$ cat src/rtl/baud_tick_gen.sv
// Programmable UART baud tick generator: fractional sample-period divider with
// oversampling phase counter, derived bit/mid-bit ticks and boundary-safe reload.
module baud_tick_gen #(
    parameter int DIV_WIDTH    = 16,
    parameter int FRAC_WIDTH   = 4,
    parameter int OVERSAMPLE   = 16,
    parameter int DEFAULT_DIV  = 196,
    parameter int DEFAULT_FRAC = 0
) (
    input  logic                          clk,
    input  logic                          reset,
    input  logic                          enable,
    input  logic [DIV_WIDTH-1:0]          div_int,
    input  logic [FRAC_WIDTH-1:0]         div_frac,
    input  logic                          div_load,
    input  logic                          restart,
    output logic                          div_pending,
    output logic                          sample_tick,
    output logic                          bit_tick,
    output logic                          mid_tick,
    output logic [$clog2(OVERSAMPLE)-1:0] phase
);
    localparam int PW = $clog2(OVERSAMPLE);
    localparam logic [PW-1:0] PHASE_LAST    = PW'(OVERSAMPLE - 1);
    localparam logic [PW-1:0] PHASE_PRE_MID = PW'(OVERSAMPLE / 2 - 1);

    logic [DIV_WIDTH-1:0]  act_int_reg, shd_int_reg, cnt_reg;
    logic [FRAC_WIDTH-1:0] act_frac_reg, shd_frac_reg, frac_acc_reg;
    logic                  pending_reg, long_reg;
    logic [PW-1:0]         phase_reg;
    logic                  sample_tick_reg, bit_tick_reg, mid_tick_reg;

    logic [DIV_WIDTH-1:0]  eff_int;
    logic [DIV_WIDTH:0]    last_cnt;
    logic [FRAC_WIDTH:0]   frac_sum;
    logic                  terminal;
    logic                  apply;

    // Divisors below 2 would leave the tick permanently high, so clamp them.
    assign eff_int  = (act_int_reg < DIV_WIDTH'(2)) ? DIV_WIDTH'(2) : act_int_reg;
    assign last_cnt = {1'b0, eff_int} - (DIV_WIDTH + 1)'(1) + {{DIV_WIDTH{1'b0}}, long_reg};
    assign frac_sum = {1'b0, frac_acc_reg} + {1'b0, act_frac_reg};
    // >= rather than == so a divisor that shrinks while frozen cannot strand cnt past the end.
    assign terminal = enable && ({1'b0, cnt_reg} >= last_cnt);
    assign apply    = pending_reg && (terminal || !enable || restart);

    always_ff @(posedge clk or posedge reset) begin
        if (reset) begin
            act_int_reg     <= DIV_WIDTH'(DEFAULT_DIV);
            act_frac_reg    <= FRAC_WIDTH'(DEFAULT_FRAC);
            shd_int_reg     <= DIV_WIDTH'(DEFAULT_DIV);
            shd_frac_reg    <= FRAC_WIDTH'(DEFAULT_FRAC);
            pending_reg     <= 1'b0;
            cnt_reg         <= '0;
            frac_acc_reg    <= '0;
            long_reg        <= 1'b0;
            phase_reg       <= '0;
            sample_tick_reg <= 1'b0;
            bit_tick_reg    <= 1'b0;
            mid_tick_reg    <= 1'b0;
        end else begin
            if (div_load) begin
                shd_int_reg  <= div_int;
                shd_frac_reg <= div_frac;
            end
            // A load coinciding with an apply wins: it is queued for the next boundary.
            if (div_load)
                pending_reg <= 1'b1;
            else if (apply)
                pending_reg <= 1'b0;
            if (apply) begin
                act_int_reg  <= shd_int_reg;
                act_frac_reg <= shd_frac_reg;
            end

            if (restart) begin
                cnt_reg         <= '0;
                frac_acc_reg    <= '0;
                long_reg        <= 1'b0;
                phase_reg       <= '0;
                sample_tick_reg <= 1'b0;
                bit_tick_reg    <= 1'b0;
                mid_tick_reg    <= 1'b0;
            end else if (terminal) begin
                cnt_reg         <= '0;
                frac_acc_reg    <= apply ? '0 : frac_sum[FRAC_WIDTH-1:0];
                long_reg        <= apply ? 1'b0 : frac_sum[FRAC_WIDTH];
                phase_reg       <= phase_reg + PW'(1);
                sample_tick_reg <= 1'b1;
                bit_tick_reg    <= (phase_reg == PHASE_LAST);
                mid_tick_reg    <= (phase_reg == PHASE_PRE_MID);
            end else begin
                if (enable)
                    cnt_reg <= cnt_reg + DIV_WIDTH'(1);
                if (apply) begin
                    frac_acc_reg <= '0;
                    long_reg     <= 1'b0;
                end
                sample_tick_reg <= 1'b0;
                bit_tick_reg    <= 1'b0;
                mid_tick_reg    <= 1'b0;
            end
        end
    end

    assign div_pending = pending_reg;
    assign sample_tick = sample_tick_reg;
    assign bit_tick    = bit_tick_reg;
    assign mid_tick    = mid_tick_reg;
    assign phase       = phase_reg;

endmodule

$ cat config.mk
export PLATFORM = sky130hd
export DESIGN_NAME = baud_tick_gen
export DESIGN_NICKNAME = d
export VERILOG_FILES = /design/src/rtl/baud_tick_gen.sv
export SDC_FILE = /design/constraint.sdc
export NUM_CORES = 1
export LEC_CHECK = 0
export CORE_UTILIZATION = 55
export CTS_CLUSTER_SIZE = 12
export DETAILED_ROUTE_END_ITERATION = 16
export PLACE_DENSITY = 0.76
export SLEW_MARGIN = 0
export SYNTH_ARGS = -nofsm -noshare
export SYNTH_HDL_FRONTEND = slang
export SYNTH_SLANG_ARGS = --single-unit
$ cat constraint.sdc
create_clock -name clk -period 13.1 [get_ports clk]
set_input_delay 2.62 -clock clk [delete_from_list [all_inputs] [get_ports clk]]
set_output_delay 2.62 -clock clk [all_outputs]
set_load 0.1 [all_outputs]
# Word-level counts from Yosys, hierarchy flattened
# Index checks and enable logic that the tools add are counted.
[totals]
register_bits = 69
in_bits = 25
output_inout_bits = 8
elab_cells = 51
[op_classes]
n_addsub = 5
n_lt_le_gt_ge = 2
n_eq_ne = 2
muxes = 21
n_reduce_logical = 9
[ops]
columns = ["op", "count"]
rows = [
  ["$mux 16", 4],
  ["$mux 4", 6],
  ["$add 17x1->17", 1],
  ["$ge 16x17->1", 1],
  ["$sub 16x1->17 const B", 1],
  ["$add 16x1->16 const B", 1],
  ["$lt 16x2->1 const B", 1],
  ["$mux 1", 11],
  ["$reduce_bool 3->1", 2],
  ["$add 4x4->5", 1],
  ["$add 4x1->4 const B", 1],
  ["$eq 4x3->1 const B", 1],
  ["$eq 4x4->1 const B", 1],
  ["$reduce_bool 2->1", 2],
  ["$logic_and 1x1->1", 2],
  ["$logic_or 1x1->1", 2],
  ["$logic_not 1->1", 1],
]

# Depth between registers and ports, before layout
# Gate-level depths: netlist of run 1.
[logic_depth]
depth_word = 12
ltp_mapped = 18
depth_no_buf = 16

# Worst setup path before layout of run 1
# No wires, ideal clock.
[synth_path]
kind = "register -> register"
from = "reg act_int_reg[9]"
to = "reg act_frac_reg[0]"
setup_ns = 0.128
arrival_time_ns = 4.532
required_time_ns = 12.972
path_slack_ns = 8.441
stages_incl_launch_ff = 18
path_buffers = 1
synth_period_minus_slack_ns = 4.659
cell_sequence = "dfrtp_1 > or4_1 > or3_1 > o41ai_1 > ha_1 > ha_1 > inv_1 > or2_2 > nor3_1 > xnor2_1 > ha_1 > nand4_1 > inv_1 > a2111oi_0 > nor3_1 > o31ai_2 > buf_4 > mux2_1"
[synth_via]
elab_chain_cells = 9
[synth_rtl]
columns = ["element", "line_no", "rtl"]
rows = [
  ["start: declaration", "27", "logic [DIV_WIDTH-1:0] act_int_reg, shd_int_reg, cnt_reg;"],
  ["start signal: assignment", "49", "act_int_reg <= DIV_WIDTH'(DEFAULT_DIV);"],
  ["start signal: assignment", "72", "act_int_reg <= shd_int_reg;"],
  ["$lt 16x2->1", "40", "assign eff_int = (act_int_reg < DIV_WIDTH'(2)) ? DIV_WIDTH'(2) : act_int_reg;"],
  ["$mux 16 (*)", "40", ""],
  ["$sub 16x1->17 (*)", "41", "assign last_cnt = {1'b0, eff_int} - (DIV_WIDTH + 1)'(1) + {{DIV_WIDTH{1'b0}}, long_reg};"],
  ["$add 17x1->17 (*)", "41", ""],
  ["$ge 16x17->1 (*)", "44", "assign terminal = enable && ({1'b0, cnt_reg} >= last_cnt);"],
  ["$logic_and 1x1->1 (*)", "44", ""],
  ["$logic_or 1x1->1 (*) (2 in a row)", "45", "assign apply = pending_reg && (terminal || !enable || restart);"],
  ["$logic_and 1x1->1 (*)", "45", ""],
  ["end signal: assignment", "50", "act_frac_reg <= FRAC_WIDTH'(DEFAULT_FRAC);"],
  ["end signal: assignment", "73", "act_frac_reg <= shd_frac_reg;"],
  ["end: declaration", "28", "logic [FRAC_WIDTH-1:0] act_frac_reg, shd_frac_reg, frac_acc_reg;"],
]
# Every way passes the cells marked *; elsewhere a longest branch is shown, timed or not.
# A chain may end at the register's enable or synchronous reset.

# Final worst setup path of run 1
[layout_path]
from = "reg act_int_reg[8]"
to = "reg frac_acc_reg[2]"
[layout_via]
elab_chain_cells = 12
elab_cells_between_ends = 13
cone_classes = "add/sub: 2; order compare: 2; mux: 4; reduce/logical: 5"
[layout_rtl]
columns = ["element", "line_no", "rtl"]
rows = [
  ["$lt 16x2->1", "40", ""],
  ["$mux 16 (*)", "40", ""],
  ["$sub 16x1->17 (*)", "41", ""],
  ["$add 17x1->17 (*)", "41", ""],
  ["$ge 16x17->1 (*)", "44", ""],
  ["$logic_and 1x1->1 (*)", "44", ""],
  ["$logic_or 1x1->1 (2 in a row)", "45", ""],
  ["$logic_and 1x1->1", "45", ""],
  ["$mux 4", "86", "frac_acc_reg <= apply ? '0 : frac_sum[FRAC_WIDTH-1:0];"],
  ["$mux 4", "84", "end else if (terminal) begin"],
  ["$mux 4", "76", "if (restart) begin"],
  ["end signal: assignment", "86", ""],
  ["end: declaration", "28", ""],
]
# Marks and branches as above.

==> results of run 1 <==
kinds of logic (layout without fill, tap and decap cells):
logic type      count (synthesis)  count (layout)
buf+inv                        20              59
xor+xnor                       17              17
compound gates                 67              67
flops                          69              69
fa+ha+maj                      25              25
mux                            44              44
simple gates                  102             102
power breakdown:
part	total (mW)	internal, mW	switching (mW)
Combinational	0.0818	0.0404	0.0414
Clock	0.178	0.0904	0.0874
Sequential	0.252	0.234	0.0186
critical path, stage by stage, from the launching register on:
cell	delay (ps)
dfrtp_1	420
or4_1	570
or3_1	440
o41ai_1	300
ha_1	250
ha_1	190
inv_1	70
or3_1	510
nor3_1	230
xnor2_1	100
ha_1	280
and4_1	220
nand3_1	120
o211ai_1	930
nor4b_1	870
a32o_1	230
routing by layer:
metal  share of wire  vias to the layer above  routed length, µm
li1                -                     1367                  -
met1            0.47                     1357               3470
met2            0.46                       73               3380
met3           0.042                       15                311
met4           0.024                        0                174
met5               0                        -                  0
final cells by class:
class	count	share of cell area
clock buffer	9	0.0281
clock inverter	7	0.0182
inverter	9	0.00766
multi-input combinational	255	0.454
sequential	69	0.393
tap	80	0.0227
timing repair buffer	34	0.0760
cell usage after synthesis, types with 9 or more instances:
master and number:
nor2_1 23, nor3_1 12, a21oi_1 17, ha_1 24
mux2_1 22, inv_1 9, mux2_2 21, xnor2_1 13
a221o_1 10, nand2_1 11, dfrtp_1 63, nand3_1 15
per-stage QoR:
step | utilization | cell area [µm²]
floorplan | - | 3820
global placement | 0.623 | 4210
detailed placement | 0.623 | 4210
CTS | 0.653 | 4410
global route | 0.653 | 4410
finish | 0.653 | 4410
final timing paths:
| kind | depth (start not counted) | startpoint | endpoint | slack (ps) |
|---|---|---|---|---|
| hold reg to reg | 1 | shd_int_reg[13] | act_int_reg[13] | 490 |
| setup / recovery | 15 | act_int_reg[8] | frac_acc_reg[2] | 7310 |
| setup reg to reg | 15 | act_int_reg[8] | frac_acc_reg[2] | 7310 |
| hold / removal | 1 | shd_int_reg[13] | act_int_reg[13] | 490 |
| max in group asynchronous | 3 | reset | div_pending | 9710 |
| min in group asynchronous | 3 | reset | shd_int_reg[12] | 2820 |
placed cells by master (no fill, tap or decap), drive strengths merged, types with 2 or more instances in the layout:
cell and n:
o211ai 3, or2 5, clkdlybuf4s50 32, o311ai 2, a211o 2, and3 3, nand4 4, xnor2 13
and2 3, nor2b 2, or3 8, a21oi 18, nand2 11, mux2 43, a2111oi 2, ha 24
clkinvlp 2, a221o 10, a32o 5, o21ai 6, nor3 12, a31o 2, a21o 4, nand3 15
clkbuf 9, a211oi 2, dfstp 6, buf 2, a22o 3, nor2 23, inv 13, nor4 6
nand2b 4, xor2 4, dfrtp 63, or4 3
==> run_results.csv, run 1 <==
group,metric,value,unit
global_route,grt-busiest-layer,"met2",
global_route,grt_pass1_wl,12.9,mm
sta,finalMaxSlewViolations,0,
synth,synthMuxAreaShare,0.129,
drt,vias,2812,
layout,area_delta_synth_final,15.4,%
critical_path,worst_ep_required_time,13380,ps
clock_network,cts_buffers,9,
synth,yosysTopAreaCell,"dfrtp_1",
synth,synthesis.instances,344,
min_path,worstHoldPathType,"register to register",
status,status,"finished clean",
clock_network,postCtsSetupBuffers,0,
sta,max_slew_margin,0.237,
layout,final_nets,428,
sta,finalSetupTns,0,ps
floorplan,num_rows,30,
sta,timing.hold.ws,489,ps
power_and_ir_drop,vdd_drop_max,81.0,µV
layout,final_cells,463,
floorplan,die_h,85.4,µm
synth,yosysWarnings,0,
synth,yosys.area_share.simple,0.138,
layout,n_fill_cell,517,
sta,worst_slew_pin_slew,1140,ps
floorplan,die_w,85.4,µm
layout,antennaDiodeCount,0,
floorplan,design.die.area,7290,µm²
floorplan,io_pins,33,
clock_network,worstSkewPairLatency,360,ps
power_and_ir_drop,finalPower,512,µW
drt,viasPerCell,6.07,
synth,async_reset_ff_frac,1.00,
sta,finalSetupViolations,0,
synth,synth-edff-count,0,
synth,synth_xor_area_frac,0.0390,
clock_network,h-tree-depth,3,
clock_network,clk_pin_slew_worst_paths,80,ps
placement,placed_cells,447,
drt,ant_nets,0,
critical_path,crit_type,"register to register",
critical_path,end_kind,"register",
critical_path,worstPathMaxFanout,16,
synth,ys_seq_area_frac,0.454,
layout,multi_input_area,2000,µm²
global_route,grt_max_degree,70,
synth,syn_nets,394,
global_route,grt_pass1_vias,2750,
synth,synth_cell_types,54,
global_route,grt_use_total,0.230,
floorplan,core_area,6760,µm²
clock_network,cts.sinks,69,
global_route,grt.met2_usage,0.353,
drt,dr.pass1.iters,4,
synth,synthAdderAreaFrac,0.0838,
power_and_ir_drop,p_leak,1.89,nW
power_and_ir_drop,cellPowerDensity,116,nW/µm²
floorplan,start_util,0.566,
critical_path,start_kind,"register",
critical_path,arrival,6080,ps
sta,finClkSkew,12.5,ps
placement,dp_hpwl,5.37,mm
sta,rsz0062_at_grt,"false",
sta,hold_violations,0,
clock_network,cts_tree,"done",
clock_network,cts_buffer_depth,2,
synth,synth_compound_area_frac,0.134,
drt,drcViolationCount,0,
sta,period_needed,5790,ps
placement,portBuffers,32,
drt,wl,7.33,mm
synth,synth_top_family_by_area,"simple AND/OR/NAND/NOR gates",
global_route,grt_overflow_total,0,
layout,layout.area.seq,1730,µm²
synth,synth-main-ff-cell,"dfrtp_1",
synth,synth_area_leaders,"dfrtp_1, ha_1, mux2_1, mux2_2, dfstp_2",
run,drv_cap,0,
clock_network,ctsRootBufferMaster,"clkbuf_8",
global_route,antenna_found_initial,0,
placement,place_congestion,0.885,
sta,fmax,0.173,GHz
global_route,gr-usage-met3,0.0535,
synth,synth-seq-cells,69,
clock_network,hold_buffers,0,
synth,synthesis.area,3820,µm²
sta,fin_crit_sh,0.442,
drt,detail_route.iter0.violations,100,
global_route,met1_usage,0.307,
clock_network,ctsResizeCount,0,
layout,drive_gt1_frac,0.141,
sta,layout_setup_ws,7310,ps
drt,post_drt_wl_per_cell,15.8,µm
synth,avgSynthCellArea,11.1,µm²
placement,pre_cts_ws,7390,ps
synth,synth_top_area_frac,0.412,
No activity file was read; power rests on OpenSTA's default activity.
==> run 2, diff against run 1 <==
==> constraint.sdc (replaced) <==
create_clock -name clk -period 5.6 [get_ports clk]
set_input_delay 1.12 -clock clk [delete_from_list [all_inputs] [get_ports clk]]
set_output_delay 1.12 -clock clk [all_outputs]
set_load 0.1 [all_outputs]
==> run 2 against run 1 <==
  * Clock power grew 110%
  * Utilization grew 0.17 points
  * Worst hold slack lost 5.8 ps
  * Sequential share of layout area shrank 0.10 points
  * Worst setup slack lost 7000 ps
  * Global-route usage grew 0.58 points
  * Total power grew 130%
  * Wire length grew 2.7%
==> run_results.csv, run 2 (same netlist as run 1, synthesis figures left out) <==
group,metric,value,unit
min_path,min_from,"shd_int_reg[15]",
power_and_ir_drop,p_int,820,µW
sta,finalSetupViolations,0,
drt,dr.pass1.iters,5,
critical_path,r2r_slack,320,ps
power_and_ir_drop,p_switching,348,µW
placement,place_congestion,0.896,
critical_path,worst_ep_required_time,5890,ps
floorplan,die_h,85.4,µm
critical_path,slowest_delay,910,ps
sta,max_slew_margin,0.259,
critical_path,end_kind,"register",
clock_network,hold_buffers,0,
global_route,grt_overflow_total,0,
floorplan,io_pins,33,
layout,final_cells,467,
layout,final_nets,432,
critical_path,r2r-start,"act_int_reg[9]",
drt,viasPerCell,5.92,
drt,vias,2766,
clock_network,cts_tree,"done",
critical_path,crit_path_frequent_cell,"ha_1",
clock_network,clk_pin_slew_worst_paths,80,ps
critical_path,critPathLaunch,"act_int_reg[9]",
critical_path,crit_type,"register to register",
layout,area_delta_synth_final,15.7,%
clock_network,h-tree-depth,3,
floorplan,die_w,85.4,µm
sta,fin_crit_sh,0.943,
floorplan,start_util,0.566,
floorplan,num_rows,30,
drt,ant_nets,0,
critical_path,crit_path_top_delay_cell,"nor4b_1",
power_and_ir_drop,seqPwrFrac,0.505,
clock_network,worstSkewPairLatency,360,ps
placement,placed_cells,451,
placement,dp_hpwl,5.37,mm
run,drv_cap,0,
layout,drive_gt1_frac,0.150,
floorplan,design.die.area,7290,µm²
power_and_ir_drop,finalPower,1.17,mW
power_and_ir_drop,p_leak,1.90,nW
power_and_ir_drop,clkPwrFrac,0.325,
placement,portBuffers,32,
clock_network,cts_buffer_depth,2,
critical_path,crit_buf_inv,1,
global_route,antenna_found_initial,0,
critical_path,worstPathMaxFanout,5,
clock_network,ctsRootBufferMaster,"clkbuf_8",
clock_network,cts_buffers,9,
global_route,grt_pass1_vias,2881,
layout,fin_util,0.654,
power_and_ir_drop,vdd_drop_max,231,µV
clock_network,postCtsSetupBuffers,0,
layout,antennaDiodeCount,0,
floorplan,core_area,6760,µm²
global_route,grt_pass1_wl,13.2,mm
sta,rsz0062_at_grt,"false",
drt,detail_route.iter0.violations,127,
layout,layout_common_cells,"dfrtp_1, clkdlybuf4s50_1, ha_1",
drt,post_drt_wl_per_cell,16.1,µm
critical_path,crit_end,"frac_acc_reg[1]",
power_and_ir_drop,cellPowerDensity,264,nW/µm²
sta,finalSetupTns,0,ps
clock_network,ctsResizeCount,0,
power_and_ir_drop,p_sw_frac,0.298,
sta,finalMaxSlewViolations,0,
drt,drcViolationCount,0,
critical_path,start_kind,"register",
critical_path,rr_worst_depth,16,
critical_path,crit_family,"simple AND/OR/NAND/NOR gates",
sta,period_needed,5280,ps
global_route,grt_use_total,0.236,
global_route,grt_max_degree,70,
clock_network,cts.sinks,69,
sta,fmax,0.189,GHz
drt,wl,7.53,mm
critical_path,rr_endpoint,"frac_acc_reg[1]",
power_and_ir_drop,p_comb_frac,0.170,
critical_path,path_depth,16,
sta,worst_slew_pin_slew,1100,ps
min_path,worstHoldPathType,"register to register",
status,status,"finished clean",
critical_path,path_cells,"or4_1 -> or3_1 -> o41ai_1 -> ha_1 -> ha_1 -> inv_1 -> or2_2 -> nor3_1 -> xnor2_1 -> ha_1 -> nand4_1 -> nor3_1 -> a41oi_1 -> o211ai_1 -> nor4b_1 -> a32o_1",
critical_path,arrival,5570,ps
sta,hold_violations,0,
sta,finClkSkew,7.06,ps
layout,layout_commonest_cell,"dfrtp_1",
==> run 2: worst min path at each step <==
stage | slack [ps] | depth (start not counted) | to
floorplan | 450 | 1 | act_frac_reg[0]
global placement | 470 | 1 | act_frac_reg[2]
detailed placement | 470 | 1 | act_int_reg[15]
CTS | 490 | 1 | act_int_reg[4]
global route | 510 | 1 | mid_tick
finish | 480 | 1 | act_int_reg[15]
==> run 2: metal layers <==
layer  GRT usage  wire, µm  vias to the layer above
met5           0         0                        -
met4      0.0939       132                        0
met3      0.0496       264                       12
met2       0.375      3590                       43
met1       0.318      3540                     1342
li1            -         -                     1369
==> run 2: through the flow <==
| step | worst slack (ps) | instance area (µm²) | hold slack (ps) |
|---|---|---|---|
| CTS | 262 | 4420 | 490 |
| global route | 86.9 | 4420 | 513 |
| detailed placement | 320 | 4240 | 474 |
| floorplan | 941 | 3820 | 454 |
| finish | 320 | 4420 | 483 |
| global placement | 675 | 4240 | 468 |
==> run 2: power groups by stage <==
stage	Clock, mW	Combinational [mW]	Sequential, mW
floorplan	0	0.140	0.588
global placement	0	0.186	0.597
detailed placement	0	0.197	0.599
CTS	0.390	0.199	0.590
global route	0.406	0.222	0.597
finish	0.379	0.198	0.589
==> run 2: cell type report <==
cell class,instances,area (µm²)
Tap cell,80,100
Clock buffer,10,138
Clock inverter,6,46.3
Multi-Input combinational cell,255,2000
Inverter,9,33.8
Timing Repair Buffer,38,365
Fill cell,543,2330
Sequential cell,69,1730
